### config.mk
export PLATFORM = sky130hd
export DESIGN_NAME = seg7_scan
export DESIGN_NICKNAME = d
export VERILOG_FILES = /design/src/rtl/seg7_pkg.sv /design/src/rtl/seg7_hex_decode.sv /design/src/rtl/seg7_scan.sv
export SDC_FILE = /design/constraint.sdc
export NUM_CORES = 1
export LEC_CHECK = 0
export ABC_AREA = 1
export ABC_CLOCK_PERIOD_IN_PS = 4750
export CAP_MARGIN = 15
export CORE_UTILIZATION = 57
export DETAILED_ROUTE_END_ITERATION = 6
export PLACE_DENSITY = 0.85
export SYNTH_ARGS = -nofsm -noshare
export SYNTH_HDL_FRONTEND = slang
export SYNTH_HIERARCHICAL = 1
export SYNTH_SLANG_ARGS = --single-unit
export TNS_END_PERCENT = 1
### constraint.sdc
create_clock -name clk -period 4.75 [get_ports clk]
set_clock_uncertainty 0.15 [all_clocks]
set_input_delay 1.425 -clock clk [delete_from_list [all_inputs] [get_ports clk]]
set_output_delay 1.425 -clock clk [all_outputs]
set_load 0.05 [all_outputs]
### src/rtl/seg7_pkg.sv
// Shared definitions for the seven-segment scan path: segment width,
// hex glyph table and scan FSM state encoding.
package seg7_pkg;

    localparam int SEG7_W = 8;

    // Segment patterns {g,f,e,d,c,b,a} for hex codes 0..F.
    localparam logic [6:0] SEG7_HEX [16] = '{
        7'h3F, 7'h06, 7'h5B, 7'h4F, 7'h66, 7'h6D, 7'h7D, 7'h07,
        7'h7F, 7'h6F, 7'h77, 7'h7C, 7'h39, 7'h5E, 7'h79, 7'h71
    };

    typedef enum logic [1:0] {
        S_LOAD,
        S_GUARD,
        S_ON
    } seg7_state_t;

endpackage

### src/rtl/seg7_hex_decode.sv
// Combinational hex-to-seven-segment lookup ({g..a}, active-high).
module seg7_hex_decode
    import seg7_pkg::*;
(
    input  logic [3:0] code,
    output logic [6:0] seg
);

    assign seg = SEG7_HEX[code];

endmodule

### src/rtl/seg7_scan.sv
// Time-multiplexed driver for an N-digit seven-segment display with a
// per-frame input snapshot and a blanked guard window at the start of each slot.
// Optional leading-zero blanking is enabled by defining SEG7_LZB_EN.
module seg7_scan
    import seg7_pkg::*;
#(
    parameter int DIGITS   = 8,
    parameter int SCAN_DIV = 100000,
    parameter int GUARD    = 2
) (
    input  logic                  clk,
    input  logic                  rst,
    input  logic [4*DIGITS-1:0]   digits,
    input  logic [DIGITS-1:0]     dp,
    input  logic [DIGITS-1:0]     blank,
    output logic [DIGITS-1:0]     seg7_sel,
    output logic [SEG7_W-1:0]     seg7,
    output logic                  frame_start
);

    localparam int CNT_W = $clog2(SCAN_DIV);
    localparam int IDX_W = (DIGITS > 1) ? $clog2(DIGITS) : 1;

    localparam logic [CNT_W-1:0] GUARD_LAST = CNT_W'(GUARD - 1);
    localparam logic [CNT_W-1:0] SLOT_LAST  = CNT_W'(SCAN_DIV - 1);
    localparam logic [IDX_W-1:0] IDX_LAST   = IDX_W'(DIGITS - 1);

    seg7_state_t state, state_n;
    logic [CNT_W-1:0] cnt, cnt_n;
    logic [IDX_W-1:0] idx, idx_n;
    logic             load;

    logic [DIGITS-1:0][3:0] dig_sh;
    logic [DIGITS-1:0]      dp_sh;
    logic [DIGITS-1:0]      blank_sh;
    logic [DIGITS-1:0]      blank_load;

    logic [6:0]             hex_seg;
    logic [DIGITS-1:0]      sel_n;
    logic [SEG7_W-1:0]      seg_n;

`ifdef SEG7_LZB_EN
    // A digit is auto-blanked when it and every digit above it read as
    // code 0 with no decimal point; digit 0 always stays visible.
    logic [DIGITS-1:0] lz;
    logic              seen;

    always_comb begin
        lz   = '0;
        seen = 1'b0;
        for (int i = DIGITS - 1; i >= 1; i--) begin
            if (digits[4*i +: 4] != 4'h0 || dp[i]) seen = 1'b1;
            lz[i] = !seen;
        end
    end

    assign blank_load = blank | lz;
`else
    assign blank_load = blank;
`endif

    always_comb begin
        state_n = state;
        cnt_n   = cnt + CNT_W'(1);
        idx_n   = idx;
        load    = 1'b0;
        case (state)
            S_LOAD: begin
                // The load cycle doubles as slot cycle 0 of digit 0.
                load    = 1'b1;
                idx_n   = '0;
                cnt_n   = CNT_W'(1);
                state_n = (GUARD == 1) ? S_ON : S_GUARD;
            end
            S_GUARD: begin
                if (cnt == GUARD_LAST) state_n = S_ON;
            end
            S_ON: begin
                if (cnt == SLOT_LAST) begin
                    cnt_n = '0;
                    if (idx == IDX_LAST) begin
                        state_n = S_LOAD;
                    end else begin
                        idx_n   = idx + IDX_W'(1);
                        state_n = S_GUARD;
                    end
                end
            end
            default: begin
                state_n = S_LOAD;
                cnt_n   = '0;
                idx_n   = '0;
            end
        endcase
    end

    seg7_hex_decode u_dec (
        .code (dig_sh[idx]),
        .seg  (hex_seg)
    );

    always_comb begin
        sel_n = '0;
        seg_n = '0;
        if (state == S_ON) begin
            sel_n = DIGITS'(1) << idx;
            if (!blank_sh[idx]) seg_n = {dp_sh[idx], hex_seg};
        end
    end

    always_ff @(posedge clk) begin
        if (rst) begin
            state       <= S_LOAD;
            cnt         <= '0;
            idx         <= '0;
            dig_sh      <= '0;
            dp_sh       <= '0;
            blank_sh    <= '0;
            seg7_sel    <= '0;
            seg7        <= '0;
            frame_start <= 1'b0;
        end else begin
            state <= state_n;
            cnt   <= cnt_n;
            idx   <= idx_n;
            if (load) begin
                dig_sh   <= digits;
                dp_sh    <= dp;
                blank_sh <= blank_load;
            end
            seg7_sel    <= sel_n;
            seg7        <= seg_n;
            frame_start <= load;
        end
    end

endmodule

==> results.json, run 1 <==
{
  "ant_nets": 0,
  "regArea_um2": 1740,
  "worstSetupStartpoint": "seg7[7]",
  "ys_ff_latch": 87,
  "fin_crit_sh": 0.641,
  "post_cts_buffers": 0,
  "grt_pass1_vias": 3681,
  "grt_pass1_wl_um": 15500,
  "initial_core_util": 0.595,
  "drv_slew": 0,
  "synthMuxAreaShare": 0,
  "synth_edf_count": 0,
  "syn_area_um2": 4060,
  "arrival_ps": 1470,
  "p_int_uw": 1360,
  "crit_path_cell_trace": "clkdlybuf4s50_1",
  "hold_violations": 0,
  "hold_class": "flip-flop to flip-flop",
  "crit_buf_inv": 1,
  "cts.sinks": 87,
  "avgViaCountPerCell": 5.15,
  "power_frac_comb": 0.237,
  "wl_um": 9030,
  "grt_util_all_layers": 0.262,
  "diodes": 0,
  "critPathKind": "flip-flop to output pin",
  "clock_power_share": 0.335,
  "route.met3.wl_um": 442,
  "grt_overflow": 0,
  "final_cell_mix": "nor2_1, nand2_1, dfxtp_1",
  "coreArea_um2": 6830,
  "setup.worst_path.end": "seg7[7]",
  "ir_drop_uv": 195,
  "finalPower_uw": 1950,
  "routed.top_layer": "met4",
  "io_pins": 67,
  "critPathMaxFanout": 1,
  "synth_fp_nets": 657,
  "p_seq_frac": 0.427,
  "synthDistinctLibCells": 26,
  "crit_slowest_cell": "clkdlybuf4s50_1",
  "yosys-top-cells-area": "dfxtp_1, nor2_1, o21ai_0",
  "crit_family": "buffers and inverters",
  "antenna_found_initial": 0,
  "setup_violations": 0,
  "netSwitchingFraction": 0.301,
  "grt_max_degree": 56,
  "crit_path_end_kind": "output pin",
  "syn_inst": 593,
  "cts_max_level": 3,
  "synth_top_family_by_area": "simple AND/OR/NAND/NOR gates",
  "cp.depth": 1,
  "fillers": 570,
  "cap_violations": 0,
  "worstMarginPinSlew_ps": 864,
  "die_h_um": 86.4,
  "p_per_area_nw_per_um2": 390,
  "rows": 30,
  "cellLeakagePower_uw": 0.00217,
  "multi_input_area_um2": 1980,
  "synthSimpleGateAreaFrac": 0.299,
  "r2r_end": "seg7[3]",
  "ctsHoldBuffers": 0,
  "min_period_ps": 3050,
  "root_buffer": "clkbuf_8",
  "drtIter0Drc": 187,
  "cts_buffers": 9,
  "synth_compound_area_frac": 0.136,
  "r2r-start": "idx[1]",
  "ys_async_sr_fraction": 0,
  "start_kind": "flip-flop",
  "vias": 3866,
  "wl_per_cell_um": 12.0,
  "reg2reg_slack_ps": 1820,
  "port_buffers": 66,
  "whs_ps": 312,
  "r2r_cells": 12,
  "final_common_cell": "nor2_1",
  "critPathRequiredTime_ps": 3170,
  "path_clk_slew_ps": 80,
  "hpwlAfterDp_um": 6270,
  "drive_gt1_frac": 0.0566,
  "status": "finished clean",
  "syn_to_final_growth_pct": 23.4,
  "critPathMaxStageDelay_ps": 800,
  "slew-limit-headroom": 0.421,
  "met1_length_um": 3950,
  "instances_no_fill": 750,
  "netSwitchingPower_uw": 589,
  "place_inst": 734,
  "placedInstanceArea_um2": 4750,
  "cts_buffer_depth": 2,
  "gp_congestion": 0.927,
  "setup_tns_ps": 0,
  "fmax_mhz": 328,
  "yosysTopAreaCell": "dfxtp_1",
  "yosysTopAreaCellShare": 0.429,
  "die_area_um2": 7470,
  "die_w_um": 86.4,
  "cts_resized": 0,
  "firstDrtPassIters": 5,
  "drc": 0,
  "insertion_delay_ps": 350,
  "stdcell_area_um2": 5010,
  "synth_ff_type": "dfxtp_1",
  "rsz0062_at_grt": "no",
  "syn_area_per_cell_um2": 6.85,
  "synth-seq-area-share": 0.429,
  "cts_tree": "done",
  "synth_xor_area_frac": 0.00863,
  "post_synth_fa_ha_maj_area_fraction": 0.0431,
  "synth_warnings": 6,
  "met2_wirelength_um": 4450,
  "nets": 713
}
## state kept, by name, summed over array words and instances, names as in the netlist
name / cells
blank_sh: 8
cnt: 17
dig_sh: 32
dp_sh: 8
frame_start: 1
idx: 3
seg7: 8
seg7_sel: 8
state: 2
## how the worst min path moves through the flow
stage                      startpoint          end  cells past startpoint
after floorplan           blank_sh[3]  blank_sh[3]                      2
after global placement    blank_sh[1]  blank_sh[1]                      2
after detailed placement  blank_sh[5]  blank_sh[5]                      2
after CTS                 blank_sh[5]  blank_sh[5]                      2
after global routing      blank_sh[5]  blank_sh[5]                      2
final                     blank_sh[5]  blank_sh[5]                      2
## logic make-up after synthesis
group,count (synthesis)
simple gates,296
compound gates,108
flops,87
buf+inv,84
fa+ha+maj,14
xor+xnor,4
## worst register-to-register path: cells and delay by family (launching register included)
kind | cells | cell delay, ps
fa+ha+maj | 1 | 340
buf+inv | 3 | 510
simple gates | 5 | 430
flops | 1 | 770
compound gates | 3 | 620
## routing by layer
layer | up-vias | global-route usage
met2 | 126 | 0.460
met3 | 18 | 0.0400
met5 | - | 0
met1 | 1751 | 0.316
li1 | 1971 | -
met4 | 0 | 0.118
## Yosys cell counts, types with 5 or more instances
cell type	number
nand2_1	92
nand3_1	17
a21oi_1	20
o21ai_0	80
nor2_1	167
clkbuf_1	12
buf_2	10
ha_1	14
dfxtp_1	87
inv_1	54
inv_2	5
nand4_1	5
## cell type report
type / count / share of cell area
Inverter: 60 / 0.0455
Tap cell: 96 / 0.0240
Sequential cell: 87 / 0.348
Clock buffer: 10 / 0.0255
Timing Repair Buffer: 69 / 0.136
Multi-Input combinational cell: 422 / 0.395
Clock inverter: 6 / 0.0265
## power groups by stage
stage	combinational [uW]	clock, uW	sequential, uW
4_1_cts	460	661	834
5_1_grt	534	695	844
3_5_place_dp	453	0	850
6_report	464	655	835
2_1_floorplan	338	0	849
3_3_place_gp	440	0	848
## through the flow
| step | util | worst slack [ps] |
|---|---|---|
| 6_report | 0.733 | 1700 |
| 4_1_cts | 0.733 | 1690 |
| 5_1_grt | 0.733 | 1500 |
| 3_5_place_dp | 0.695 | 1550 |
| 3_3_place_gp | 0.695 | 1600 |
| 2_1_floorplan | - | 2420 |
Power figures use the tool's default switching activity.
==> inputs of run 2 (changes only) <==
Settings changed: ABC_CLOCK_PERIOD_IN_PS 4750 to 3100, CORE_UTILIZATION 57 to 53, PLACE_DENSITY 0.85 to 0.79.
Clock period 4.75 ns to 3.1 ns, I/O delays scaled along.
==> run 2 against run 1 <==
- sequential share of layout area up 0.26 points
- final cell count increased by 0.67%
- clock power grew 20%
- setup slack lost 1400 ps
- combinational power rose by 52%
==> results.json, run 2 (synthesis gave the netlist of run 1 again) <==
{
  "die_area_um2": 8020,
  "cap_violations": 0,
  "start_kind": "flip-flop",
  "insertion_delay_ps": 350,
  "antenna_found_initial": 0,
  "drtIter0Drc": 180,
  "hold_class": "flip-flop to flip-flop",
  "p_per_area_nw_per_um2": 558,
  "fin_crit_sh": 0.894,
  "cellLeakagePower_uw": 0.00216,
  "cts_buffers": 9,
  "top_regs": "dig_sh: 32 flops, cnt: 17 flops",
  "ir_drop_uv": 269,
  "crit_family": "compound AO/OA/AOI/OAI gates",
  "initial_core_util": 0.554,
  "drc": 0,
  "wl_um": 8690,
  "fin_ws_ps": 328,
  "nets": 716,
  "port_buffers": 66,
  "hold_violations": 0,
  "coreArea_um2": 7330,
  "r2r_end": "seg7[3]",
  "drv_slew": 0,
  "die_w_um": 89.5,
  "grt_pass1_wl_um": 14500,
  "rows": 31,
  "pre_cts_slack_ps": 386,
  "critPathMaxStageDelay_ps": 470,
  "grt_max_degree": 56,
  "crit_path_cell_trace": "inv_1, nor2_1, o21ai_0, a21oi_1, a31oi_1, inv_1, ha_1, nand2_2, o21ai_1, nand2_1, nand2_1, inv_1, nor2_1",
  "ant_nets": 0,
  "grt_util_all_layers": 0.234,
  "vias": 3786,
  "critPathRequiredTime_ps": 3200,
  "cts.sinks": 87,
  "arrival_ps": 2870,
  "r2r-start": "idx[0]",
  "drive_gt1_frac": 0.0610,
  "final_common_cell": "nor2_1",
  "reg2reg_slack_ps": 330,
  "post_cts_buffers": 0,
  "critPathMaxFanout": 17,
  "fmax_mhz": 361,
  "status": "finished clean",
  "slew-limit-headroom": 0.464,
  "crit_top_cell": "inv_1",
  "cts_buffer_depth": 2,
  "root_buffer": "clkbuf_8",
  "grt_overflow": 0,
  "rsz0062_at_grt": "no",
  "post-route-util": 0.678,
  "worstMarginPinSlew_ps": 801,
  "grt_pass1_vias": 3315,
  "r2r_cells": 13,
  "setup_tns_ps": 0,
  "gp_congestion": 0.909,
  "die_h_um": 89.5,
  "avgViaCountPerCell": 5.01,
  "crit_buf_inv": 3,
  "cts_tree": "done",
  "min_from": "blank_sh[3]",
  "placedInstanceArea_um2": 4780,
  "stdcell_area_um2": 4970,
  "firstDrtPassIters": 5,
  "crit_path_end_kind": "flip-flop",
  "hpwlAfterDp_um": 6140,
  "fillers": 621,
  "diodes": 0,
  "ctsHoldBuffers": 0,
  "max_flop_register": "dig_sh",
  "largest_reg_flops": 32,
  "hold_end": "blank_sh[3]",
  "io_pins": 67,
  "min_period_ps": 2770,
  "cts_resized": 0,
  "final_cell_mix": "nor2_1, nand2_1, dfxtp_1",
  "syn_to_final_growth_pct": 22.4,
  "crit_slowest_cell": "inv_1",
  "critPathKind": "flip-flop to flip-flop",
  "cts_max_level": 3,
  "path_clk_slew_ps": 80,
  "setup_violations": 0,
  "min_path_cells": 2,
  "wl_per_cell_um": 11.5
}
run 2: changes by cell type in the layout (fill, tap and decap cells not counted):
| cell | previous run | this run |
|---|---|---|
| bufinv_16 | 4 | 1 |
| buf_4 | 3 | 6 |
| clkbuf_1 | 1 | 0 |
| clkinvlp_4 | 1 | 0 |
| clkbuf_8 | 9 | 11 |
| clkinv_2 | 1 | 3 |
run 2: how the worst max path moves through the flow:
stage	from	endpoint	slack, ps	cells past startpoint
4_1_cts	idx[0]	seg7[3]	350	13
3_5_place_dp	idx[0]	seg7[3]	390	13
6_report	idx[0]	seg7[3]	330	13
2_1_floorplan	idx[0]	seg7[3]	810	14
3_3_place_gp	idx[0]	seg7[4]	470	11
5_1_grt	idx[0]	seg7[3]	40	13
run 2: area by class of cell:
class | instances | area [um^2] | share of cell area
Timing Repair Buffer | 72 | 706 | 0.142
Tap cell | 99 | 124 | 0.0249
Multi-Input combinational cell | 422 | 1980 | 0.398
Clock inverter | 4 | 45.0 | 0.00906
Clock buffer | 11 | 151 | 0.0304
Inverter | 60 | 228 | 0.0458
Sequential cell | 87 | 1740 | 0.350
run 2: through the flow:
| stage | total power [uW] | hold slack, ps | cells |
|---|---|---|---|
| global route | 2970 | 334 | 755 |
| finish | 2770 | 310 | 755 |
| detailed placement | 2010 | 301 | 740 |
| floorplan | 1820 | 279 | 593 |
| CTS | 2790 | 313 | 755 |
| global placement | 1990 | 289 | 740 |
run 2: worst reg2reg max path, cell delays in order, from the launching register on:
cell and delay, ps:
dfxtp_1 450, inv_1 470, nor2_1 100, o21ai_0 220
a21oi_1 100, a31oi_1 360, inv_1 170, ha_1 340
nand2_2 70, o21ai_1 60, nand2_1 60, nand2_1 50
inv_1 50, nor2_1 30
run 2: power breakdown:
group          total [uW]  internal [uW]  switching [uW]
Sequential           1280           1220            63.1
Clock                 785            408             378
Combinational         707            266             441
run 2: metal layers:
metal,wire (um),GRT usage,vias to the layer above
met4,118,0.0823,0
li1,-,-,1979
met3,464,0.0480,11
met5,0,0,-
met2,4110,0.377,113
met1,4010,0.310,1683
==> inputs of run 3 (changes only) <==
Settings changed: PLACE_DENSITY 0.79 to 0.8, RECOVER_POWER set to 100, SYNTH_HIERARCHICAL 1 to not set.
==> run 3 against run 2 <==
- the flow now finishes with violations (capacitance limit, slew limit)
- critical endpoint is now seg7[7]
- largest cell class unchanged
- flip-flop and latch count is the same
- utilization fell by 0.51 points
- synthesized cell count fell by 4.9%
- largest power group unchanged
==> results.json, run 3 <==
{
  "final_cell_mix": "nor2_1, nand2_1, dfxtp_1",
  "max_flop_register": "dig_sh",
  "status": "finished, violations left",
  "cts_buffer_depth": 2,
  "netSwitchingPower_uw": 667,
  "fin_crit_sh": 0.873,
  "min_period_ps": 2710,
  "cellLeakagePower_uw": 0.00210,
  "crit_slowest_cell": "dlygate4sd3_1",
  "final_common_cell": "nor2_1",
  "crit_buf_inv": 1,
  "cts_max_level": 3,
  "ys_async_sr_fraction": 0,
  "r2r-start": "idx[0]",
  "cts_resized": 0,
  "io_pins": 67,
  "yosys-top-cells-area": "dfxtp_1, nor2_1, nand2_1",
  "critPathKind": "flip-flop to output pin",
  "syn_to_final_growth_pct": 22.4,
  "syn_area_um2": 4010,
  "initial_core_util": 0.550,
  "top_regs": "dig_sh: 32 flops, cnt: 17 flops",
  "synth_edf_count": 0,
  "synth_fp_nets": 628,
  "avgViaCountPerCell": 5.16,
  "gp_congestion": 0.873,
  "nets": 686,
  "crit_path_cell_trace": "dlygate4sd3_1",
  "cap_violations": 1,
  "synth-seq-area-share": 0.434,
  "fmax_mhz": 369,
  "port_buffers": 66,
  "hold_class": "flip-flop to flip-flop",
  "wl_per_cell_um": 12.1,
  "grt_max_degree": 62,
  "rows": 31,
  "multi_input_area_um2": 1940,
  "whs_ps": 307,
  "synth_ff_type": "dfxtp_1",
  "netSwitchingFraction": 0.276,
  "crit_family": "buffers and inverters",
  "largest_reg_flops": 32,
  "diodes": 0,
  "yosysTopAreaCellShare": 0.434,
  "p_seq_frac": 0.512,
  "crit_path_end_kind": "output pin",
  "path_clk_slew_ps": 90,
  "arrival_ps": 1630,
  "die_area_um2": 7920,
  "worstMarginPinSlew_ps": 1570,
  "cts_buffers": 9,
  "antenna_found_initial": 0,
  "ys_ff_latch": 87,
  "slew-limit-headroom": -0.0496,
  "worstSetupStartpoint": "seg7[7]",
  "start_kind": "flip-flop",
  "synth_warnings": 0,
  "wl_um": 8790,
  "drc": 0,
  "coreArea_um2": 7290,
  "grt_util_all_layers": 0.240,
  "hpwlAfterDp_um": 6050,
  "grt_pass1_vias": 3350,
  "root_buffer": "clkbuf_8",
  "clock_power_share": 0.334,
  "grt_overflow": 0,
  "critPathMaxStageDelay_ps": 890,
  "critPathRequiredTime_ps": 2020,
  "vias": 3749,
  "syn_area_per_cell_um2": 7.11,
  "violations": "capacitance limit, slew limit",
  "ys_top_cells_by_count": "nor2_1, nand2_1, dfxtp_1, o21ai_0, inv_1",
  "drv_slew": 62,
  "hold_violations": 0,
  "die_h_um": 89.0,
  "grt_pass1_wl_um": 14800,
  "ir_drop_uv": 300,
  "fillers": 653,
  "firstDrtPassIters": 5,
  "die_w_um": 89.0,
  "critPathMaxFanout": 1,
  "ctsHoldBuffers": 0,
  "syn_inst": 564,
  "min_from": "dig_sh[20]",
  "power_frac_comb": 0.154,
  "setup_violations": 0,
  "drive_gt1_frac": 0.0606,
  "p_per_area_nw_per_um2": 492,
  "yosysMostFrequentCell": "nor2_1",
  "setup_tns_ps": 0,
  "cts_tree": "done",
  "yosysTopAreaCell": "dfxtp_1",
  "cts.sinks": 87,
  "synthDistinctLibCells": 29,
  "insertion_delay_ps": 350,
  "ant_nets": 0,
  "post_cts_buffers": 0,
  "p_int_uw": 1750,
  "rsz0062_at_grt": "no",
  "regArea_um2": 1740,
  "drtIter0Drc": 252
}
==> run 3: cell count changes in the layout (fill, tap and decap cells not counted), sizes merged, moves of 7 or more <==
| cell | previous run | this run |
|---|---|---|
| clkdlybuf4s50 | 66 | 48 |
| dlygate4sd3 | 0 | 18 |
| inv | 60 | 53 |
| nand3 | 17 | 40 |
| nor2 | 169 | 128 |
| o21ai | 82 | 66 |
==> run 3: kinds of logic (layout without fill, tap and decap cells) <==
logic type | after synthesis | count (layout) | share of synthesized area
AOI/OAI and AO/OA | 93 | 93 | 0.120
xor gates and xnor gates | 10 | 10 | 0.0218
adders and majority gates | 14 | 14 | 0.0437
buffers and inverters | 77 | 140 | 0.0811
DFF | 87 | 87 | 0.434
and+or+nand+nor | 283 | 283 | 0.299
==> run 3: through the flow <==
| step | instances | total power, uW | instance area, um^2 | setup slack (ps) | utilization |
|---|---|---|---|---|---|
| after detailed placement | 710 | 1630 | 4710 | 591 | 0.646 |
| after global placement | 710 | 1620 | 4710 | 666 | 0.646 |
| after floorplan | 564 | 1500 | 4010 | 1200 | - |
| final | 726 | 2410 | 4910 | 393 | 0.673 |
| after CTS | 726 | 2420 | 4910 | 465 | 0.674 |
| after global routing | 726 | 2530 | 4910 | 273 | 0.673 |
==> run 3: final timing paths <==
kind	end	slack (ps)	cells after the start
max reg2reg	seg7[3]	530	13
max	seg7[7]	390	1
min reg2reg	dig_sh[20]	310	2
min	dig_sh[20]	310	2
==> run 3: area by class of cell <==
class / instances / area share
multi-input cells: 400 / 0.396
flip-flops and latches: 87 / 0.355
repair buffers: 71 / 0.142
inverters: 53 / 0.0405
clock buffers: 10 / 0.0280
well taps: 99 / 0.0252
clock inverters: 6 / 0.0140
==> run 3: per-layer routing <==
layer	GRT usage	wire (um)	vias to the layer above
met5	0	0	-
met4	0.0880	158	0
met3	0.0369	534	20
met2	0.399	4140	135
met1	0.319	3960	1674
li1	-	-	1920
==> run 3: power groups by stage <==
stage	combinational (uW)	clock (uW)	sequential [uW]
3_3_place_gp	360	0	1260
6_report	372	807	1240
5_1_grt	425	859	1240
2_1_floorplan	240	0	1260
4_1_cts	373	817	1240
3_5_place_dp	368	0	1260
